===== src/rtl/dx_pipe_reg_pkg.sv =====
// dx_pipe_reg_pkg
//   Shared constants for the Decode-to-Execute pipeline register:
//   - RV32I major opcodes that the load interlock looks at.
//   - The x0 register index.
//   - The default bubble instruction.
//   - The interlock FSM state encoding.
package dx_pipe_reg_pkg;

  localparam logic [6:0] OPC_LOAD   = 7'b0000011;
  localparam logic [6:0] OPC_STORE  = 7'b0100011;
  localparam logic [6:0] OPC_BRANCH = 7'b1100011;

  localparam logic [4:0] REG_X0 = 5'd0;

  // addi x0, x0, 0
  localparam logic [31:0] NOP_INST_DEFAULT = 32'h0000_0013;

  typedef enum logic {
    RUN  = 1'b0,
    HOLD = 1'b1
  } dx_state_e;

endpackage


===== src/rtl/dx_hazard_detect.sv =====
// dx_hazard_detect
//   Combinational load-use detector. It flags the cases that X-stage MEM
//   forwarding cannot cover: a valid load in X whose destination is used by
//   the instruction in D as
//   - a branch operand (rs1 or rs2), or
//   - a store base address (rs1 only).
//   Ports:
//     inst_D, valid_D : instruction in D and its valid bit
//     inst_X, valid_X : instruction in X and its valid bit
//     hazard          : interlock required this cycle
module dx_hazard_detect
  import dx_pipe_reg_pkg::*;
(
  input  logic [31:0] inst_D,
  input  logic        valid_D,
  input  logic [31:0] inst_X,
  input  logic        valid_X,
  output logic        hazard
);

  logic [4:0] rd_X;
  logic [4:0] rs1_D;
  logic [4:0] rs2_D;
  logic       load_X;
  logic       branch_use;
  logic       store_use;

  assign rd_X  = inst_X[11:7];
  assign rs1_D = inst_D[19:15];
  assign rs2_D = inst_D[24:20];

  assign load_X = valid_X && (inst_X[6:0] == OPC_LOAD) && (rd_X != REG_X0);

  assign branch_use = (inst_D[6:0] == OPC_BRANCH) && ((rd_X == rs1_D) || (rd_X == rs2_D));

  // The store data operand (rs2) is forwarded in X; only the base address matters.
  assign store_use = (inst_D[6:0] == OPC_STORE) && (rd_X == rs1_D);

  assign hazard = load_X && valid_D && (branch_use || store_use);

  // Fields that take no part in the decision.
  logic unused_fields;
  assign unused_fields = &{1'b0, inst_X[31:12], inst_D[14:7], inst_D[31:25]};

endmodule


===== src/rtl/dx_pipe_reg.sv =====
// dx_pipe_reg
//   D->X pipeline register with a load interlock.
//   A load in X feeding a branch or a store base in D causes the following:
//   - D is stalled for one cycle.
//   - A bubble is injected into X.
//   - Write-back data is bypassed into the operands captured when D advances.
//   A redirect resolved in X flushes X with a bubble. Interlock bubbles are
//   counted; redirect bubbles are not.
//   Ports:
//     clk, rst                         : clock, synchronous active-high reset
//     inst_D, pc_D, valid_D            : instruction in D
//     rs1_data_D, rs2_data_D           : register-file read data for inst_D
//     redirect_X                       : taken branch/jump in X, kill younger
//     wb_we, wb_rd, wb_data            : write-back from M this cycle
//     inst_X, pc_X, valid_X            : X-stage registers
//     rs1_data_X, rs2_data_X           : X-stage operands
//     stall_D                          : hold F/D and PC (combinational)
//     bubble_count                     : interlock bubbles since reset
module dx_pipe_reg
  import dx_pipe_reg_pkg::*;
#(
  parameter logic [31:0] NOP_INST = NOP_INST_DEFAULT,
  parameter logic [31:0] RESET_PC = 32'h0000_2000
) (
  input  logic        clk,
  input  logic        rst,
  input  logic [31:0] inst_D,
  input  logic [31:0] pc_D,
  input  logic [31:0] rs1_data_D,
  input  logic [31:0] rs2_data_D,
  input  logic        valid_D,
  input  logic        redirect_X,
  input  logic        wb_we,
  input  logic [4:0]  wb_rd,
  input  logic [31:0] wb_data,
  output logic [31:0] inst_X,
  output logic [31:0] pc_X,
  output logic [31:0] rs1_data_X,
  output logic [31:0] rs2_data_X,
  output logic        valid_X,
  output logic        stall_D,
  output logic [31:0] bubble_count
);

  dx_state_e state;
  logic      hazard;

  dx_hazard_detect u_hazard_detect (
    .inst_D  (inst_D),
    .valid_D (valid_D),
    .inst_X  (inst_X),
    .valid_X (valid_X),
    .hazard  (hazard)
  );

  // HOLD never stalls: the bubble is already in X and D must advance.
  assign stall_D = (state == RUN) && hazard && !redirect_X;

  // Operand selection at capture. x0 reads as zero regardless of the
  // register file or a write-back that names x0.
  function automatic logic [31:0] bypass_operand(
    input logic [4:0]  src_sel,
    input logic [31:0] rf_val,
    input logic        wr_en,
    input logic [4:0]  wr_sel,
    input logic [31:0] wr_val
  );
    if (src_sel == REG_X0)
      return 32'h0;
    else if (wr_en && (wr_sel == src_sel))
      return wr_val;
    else
      return rf_val;
  endfunction

  // D -> X stage boundary
  always_ff @(posedge clk) begin
    if (rst) begin
      state        <= RUN;
      inst_X       <= NOP_INST;
      pc_X         <= RESET_PC;
      rs1_data_X   <= 32'h0;
      rs2_data_X   <= 32'h0;
      valid_X      <= 1'b0;
      bubble_count <= 32'h0;
    end else begin
      state <= stall_D ? HOLD : RUN;
      if (redirect_X) begin
        inst_X  <= NOP_INST;
        valid_X <= 1'b0;
      end else if (stall_D) begin
        inst_X       <= NOP_INST;
        valid_X      <= 1'b0;
        bubble_count <= bubble_count + 32'd1;
      end else begin
        inst_X     <= inst_D;
        pc_X       <= pc_D;
        valid_X    <= valid_D;
        rs1_data_X <= bypass_operand(inst_D[19:15], rs1_data_D, wb_we, wb_rd, wb_data);
        rs2_data_X <= bypass_operand(inst_D[24:20], rs2_data_D, wb_we, wb_rd, wb_data);
      end
    end
  end

endmodule


===== config.mk =====
export PLATFORM = sky130hd
export DESIGN_NAME = dx_pipe_reg
export DESIGN_NICKNAME = d
export VERILOG_FILES = /design/src/rtl/dx_pipe_reg_pkg.sv /design/src/rtl/dx_hazard_detect.sv /design/src/rtl/dx_pipe_reg.sv
export SDC_FILE = /design/constraint.sdc
export NUM_CORES = 1
export LEC_CHECK = 0
export CAP_MARGIN = 30
export CELL_PAD_IN_SITES_DETAIL_PLACEMENT = 1
export CELL_PAD_IN_SITES_GLOBAL_PLACEMENT = 2
export CORE_MARGIN = 5
export CORE_UTILIZATION = 24
export CTS_BUF_LIST = sky130_fd_sc_hd__clkbuf_4
export CTS_CLUSTER_SIZE = 24
export DETAILED_ROUTE_END_ITERATION = 12
export GPL_ROUTABILITY_DRIVEN = 0
export PLACE_DENSITY_LB_ADDON = 0.1
export SLEW_MARGIN = 20
export SYNTH_ARGS = -nofsm -noshare
export SYNTH_HDL_FRONTEND = slang
export SYNTH_HIERARCHICAL = 1
export SYNTH_SLANG_ARGS = --single-unit

===== constraint.sdc =====
create_clock -name clk -period 7.2 [get_ports clk]
set_input_delay 0.72 -clock clk [delete_from_list [all_inputs] [get_ports clk]]
set_output_delay 0.72 -clock clk [all_outputs]
set_load 0.01 [all_outputs]

==> results.cfg <==
[yosys]
synth_seq_cells = 162
syn-instance-count = 699
synth.net_count = 870
synth_simple_gate_area_share = 0.213
synth_sequential_area_ratio = 0.508
synth-adder-area-share = 0.00196
synth.yosys.warnings = 6
post-synth-top-area-fraction = 0.508
number_of_synthesized_flops_with_an_enable_pin = 0
synth.lib_cells_used.distinct = 37
post_synth.cell_area_avg_sq_um = 9.13
netlist_top_cells_count = sky130_fd_sc_hd__dfxtp_1 (162), sky130_fd_sc_hd__nand2_1 (139), sky130_fd_sc_hd__o21ai_0 (67)
synth_compound_gate_area_share = 0.0843
synth_top_family_by_area = simple AND/OR/NAND/NOR gates
syn_area_sq_um = 6380
async_flop_share = 0
synth-main-ff-cell = sky130_fd_sc_hd__dfxtp_1
yosys.area_share.xor_xnor = 0.0659
muxShareOfSynthArea = 0.100
post_synth_main_area_contributors = sky130_fd_sc_hd__dfxtp_1 (51%), sky130_fd_sc_hd__mux2i_1 (10%), sky130_fd_sc_hd__nand2_1 (8.2%)
post_synthesis_cell_type_with_the_largest_combined_area = sky130_fd_sc_hd__dfxtp_1
synth.most_common_cell = sky130_fd_sc_hd__dfxtp_1

[cts]
clock_sinks = 162
post_cts.repair.setup_buffers = 0
post_cts.resized_instances = 0
cts_htree_levels = 4
ctsHoldBuffers = 0
tritoncts = yes
cts_max_path_buffers = 2
cts.reportedPaths.clkPinSlew_ps = 160
clk_root_buffer_cell = sky130_fd_sc_hd__clkbuf_4
clock_latency_ps = 570
numCtsBuffers = 17

[sta]
setup-tns-final_ps = 0
finalSetupViolations = 0
final.period_utilization = 0.579
worstMarginPinSlew_ps = 850
fin_hold_ws_ps = 464
final_hold_viol_count = 0
finalMaxSlewViolations = 0
rsz0062_at_grt = no
slew-limit-headroom = 0.431
clock_skew_ps = 42.5
post-route-min-period_ps = 4170
fmaxAchievable_ghz = 0.240

[placement]
detail_placement_hpwl_mm = 18.9
dpl.cell_count = 1333
buffer_ports.inserted = 331

[die]
initial_core_util = 0.244
number_of_rows_created_at_floorplan = 59
pin_count = 332
die_width_um = 173
die-area_sq_um = 29900
fp.dieH_um = 173
core_area_sq_um = 26100

[min_path]
timing.hold.worst.start = pc_X[18]
hold_class = register to register

[critical_path]
start_kind = input port
timing.critical_path.required_ps = 6480
critical_path.most_common_cell = sky130_fd_sc_hd__clkdlybuf4s50_1
crit_arrival_ps = 3450
r2r-start = inst_X[7]
timing.critical_path.to = stall_D
timing.critical_path.from = inst_D[20]
max_stage_delay_cell_worst_path = sky130_fd_sc_hd__or3b_1
endpoint_kind = output port
path_cells = clkdlybuf4s50_1 > xor2_1 > nor4_2 > nand3_1 > a211oi_2 > or3b_1 > inv_1 > clkdlybuf4s50_1
worst-r2r-setup-slack_ps = 4170
timing_worst_setup_path_type = input port to output port
worstPathMaxFanout = 8
worst_path_largest_cell_delay_ps = 550
rr_worst_depth = 9
worst_r2r_endpoint = bubble_count[11]

[global_routing]
maximum_number_of_pins_on_one_net_before_global_route_repair = 71
grt_antenna_before_repair = 4
global_route.usage.total = 0.163
wire_length_of_the_first_global_routing_pass_mm = 38.6
number_of_global_route_vias_before_repair = 6218
total_global_routing_overflow = 0

[drt]
wl_mm = 25.1
number_of_violations_reported_at_the_end_of_detailed_routing_iteration_0 = 228
drtPass1Iterations = 4
antenna_left = 0
vias = 6061
wl_per_cell_um = 18.4
drcViolationCount = 0
via_per_inst = 4.44

[finish]
area_delta_synth_final_pct = 61.4
fin_util = 0.394
proportion_of_layout_cells_with_a_drive_suffix_above_1 = 0.0544
layout.nets = 1188
non_filler_instance_count_after_layout = 1365

[pwr]
power.static_leakage_nw = 3.62
maximum_resistive_drop_on_vdd_uv = 71.1
p_per_area_nw_per_um2 = 172

[flow_run]
max_cap_check_violation_count = 0

[outcome]
run_status = completed
[cell usage in the layout, fill, tap and decap left out, drive strengths merged, types with 4 or more instances in the layout]
cell type	synthesis	routed
nor4	7	7
clkbuf	31	17
a21oi	35	35
dfxtp	162	162
xnor2	13	13
clkinv	0	4
inv	1	9
nand4	9	9
nor3	5	5
or3	4	4
mux2i	64	64
xor2	35	35
nand2	140	140
clkdlybuf4s50	0	330
buf	9	9
o21ai	67	67
or4	5	5
nor2	37	37
and2	32	32
and3	7	7
nand3	16	16
[power by group]
group / switching, W / internal [W] / total, W
clock: 0.000369 / 0.000148 / 0.000517
sequential: 0.0000190 / 0.000936 / 0.000955
combinational: 0.000119 / 0.000177 / 0.000296
total: 0.000507 / 0.00126 / 0.00177
[logic make-up (layout without fill, tap and decap cells)]
family,count (synthesis),after routing
adder cells (fa/ha/maj),1,1
AO/OA/AOI/OAI,105,105
buffers and inverters,41,371
AND/OR/NAND/NOR,278,278
other,0,1
flip-flops,162,162
XOR/XNOR,48,48
multiplexers,64,64
[layer usage]
layer	vias up	global-route usage	wire length [um]
met1	2843	0.199	10700
met3	23	0.0587	1730
met2	196	0.277	12400
met5	-	0	47
met4	6	0.0386	320
li1	2993	-	-
[sequential cells by signal, summed over array words and instances, names as in the netlist]
register	cells
rs2_data_X	32
valid_X	1
state	1
pc_X	32
rs1_data_X	32
bubble_count	32
inst_X	32
[worst min path at each step]
stage / endpoint / cells after the start / slack, ps
4_1_cts: pc_X[18] / 2 / 470
2_1_floorplan: pc_X[0] / 2 / 480
6_report: pc_X[18] / 2 / 460
3_3_place_gp: rs2_data_X[31] / 2 / 430
5_1_grt: pc_X[29] / 2 / 490
3_5_place_dp: rs1_data_X[15] / 2 / 440
[cell type report]
cell class / count / area [sq um]
clock buffer: 17 / 128
fill: 3049 / 15800
timing repair buffer: 339 / 3370
antenna: 1 / 2.50
inverter: 1 / 3.75
multi-input combinational: 496 / 3010
clock inverter: 14 / 123
tap: 335 / 419
sequential: 162 / 3240
[per-stage QoR]
| stage | worst slack, ps | cell area [sq um] | total power, W |
|---|---|---|---|
| after floorplan | 4250 | 6380 | 0.00106 |
| after global placement | 3020 | 10000 | 0.00127 |
| after detailed placement | 3030 | 10000 | 0.00128 |
| after CTS | 3020 | 10300 | 0.00182 |
| after global routing | 2820 | 10300 | 0.00187 |
| final | 3030 | 10300 | 0.00177 |
[critical path: cells and delay by family]
family,cells,cell delay [ps]
XOR/XNOR,1,210
buffers and inverters,3,1210
AO/OA/AOI/OAI,1,370
AND/OR/NAND/NOR,3,940
No activity file was read; power rests on OpenSTA's default activity.
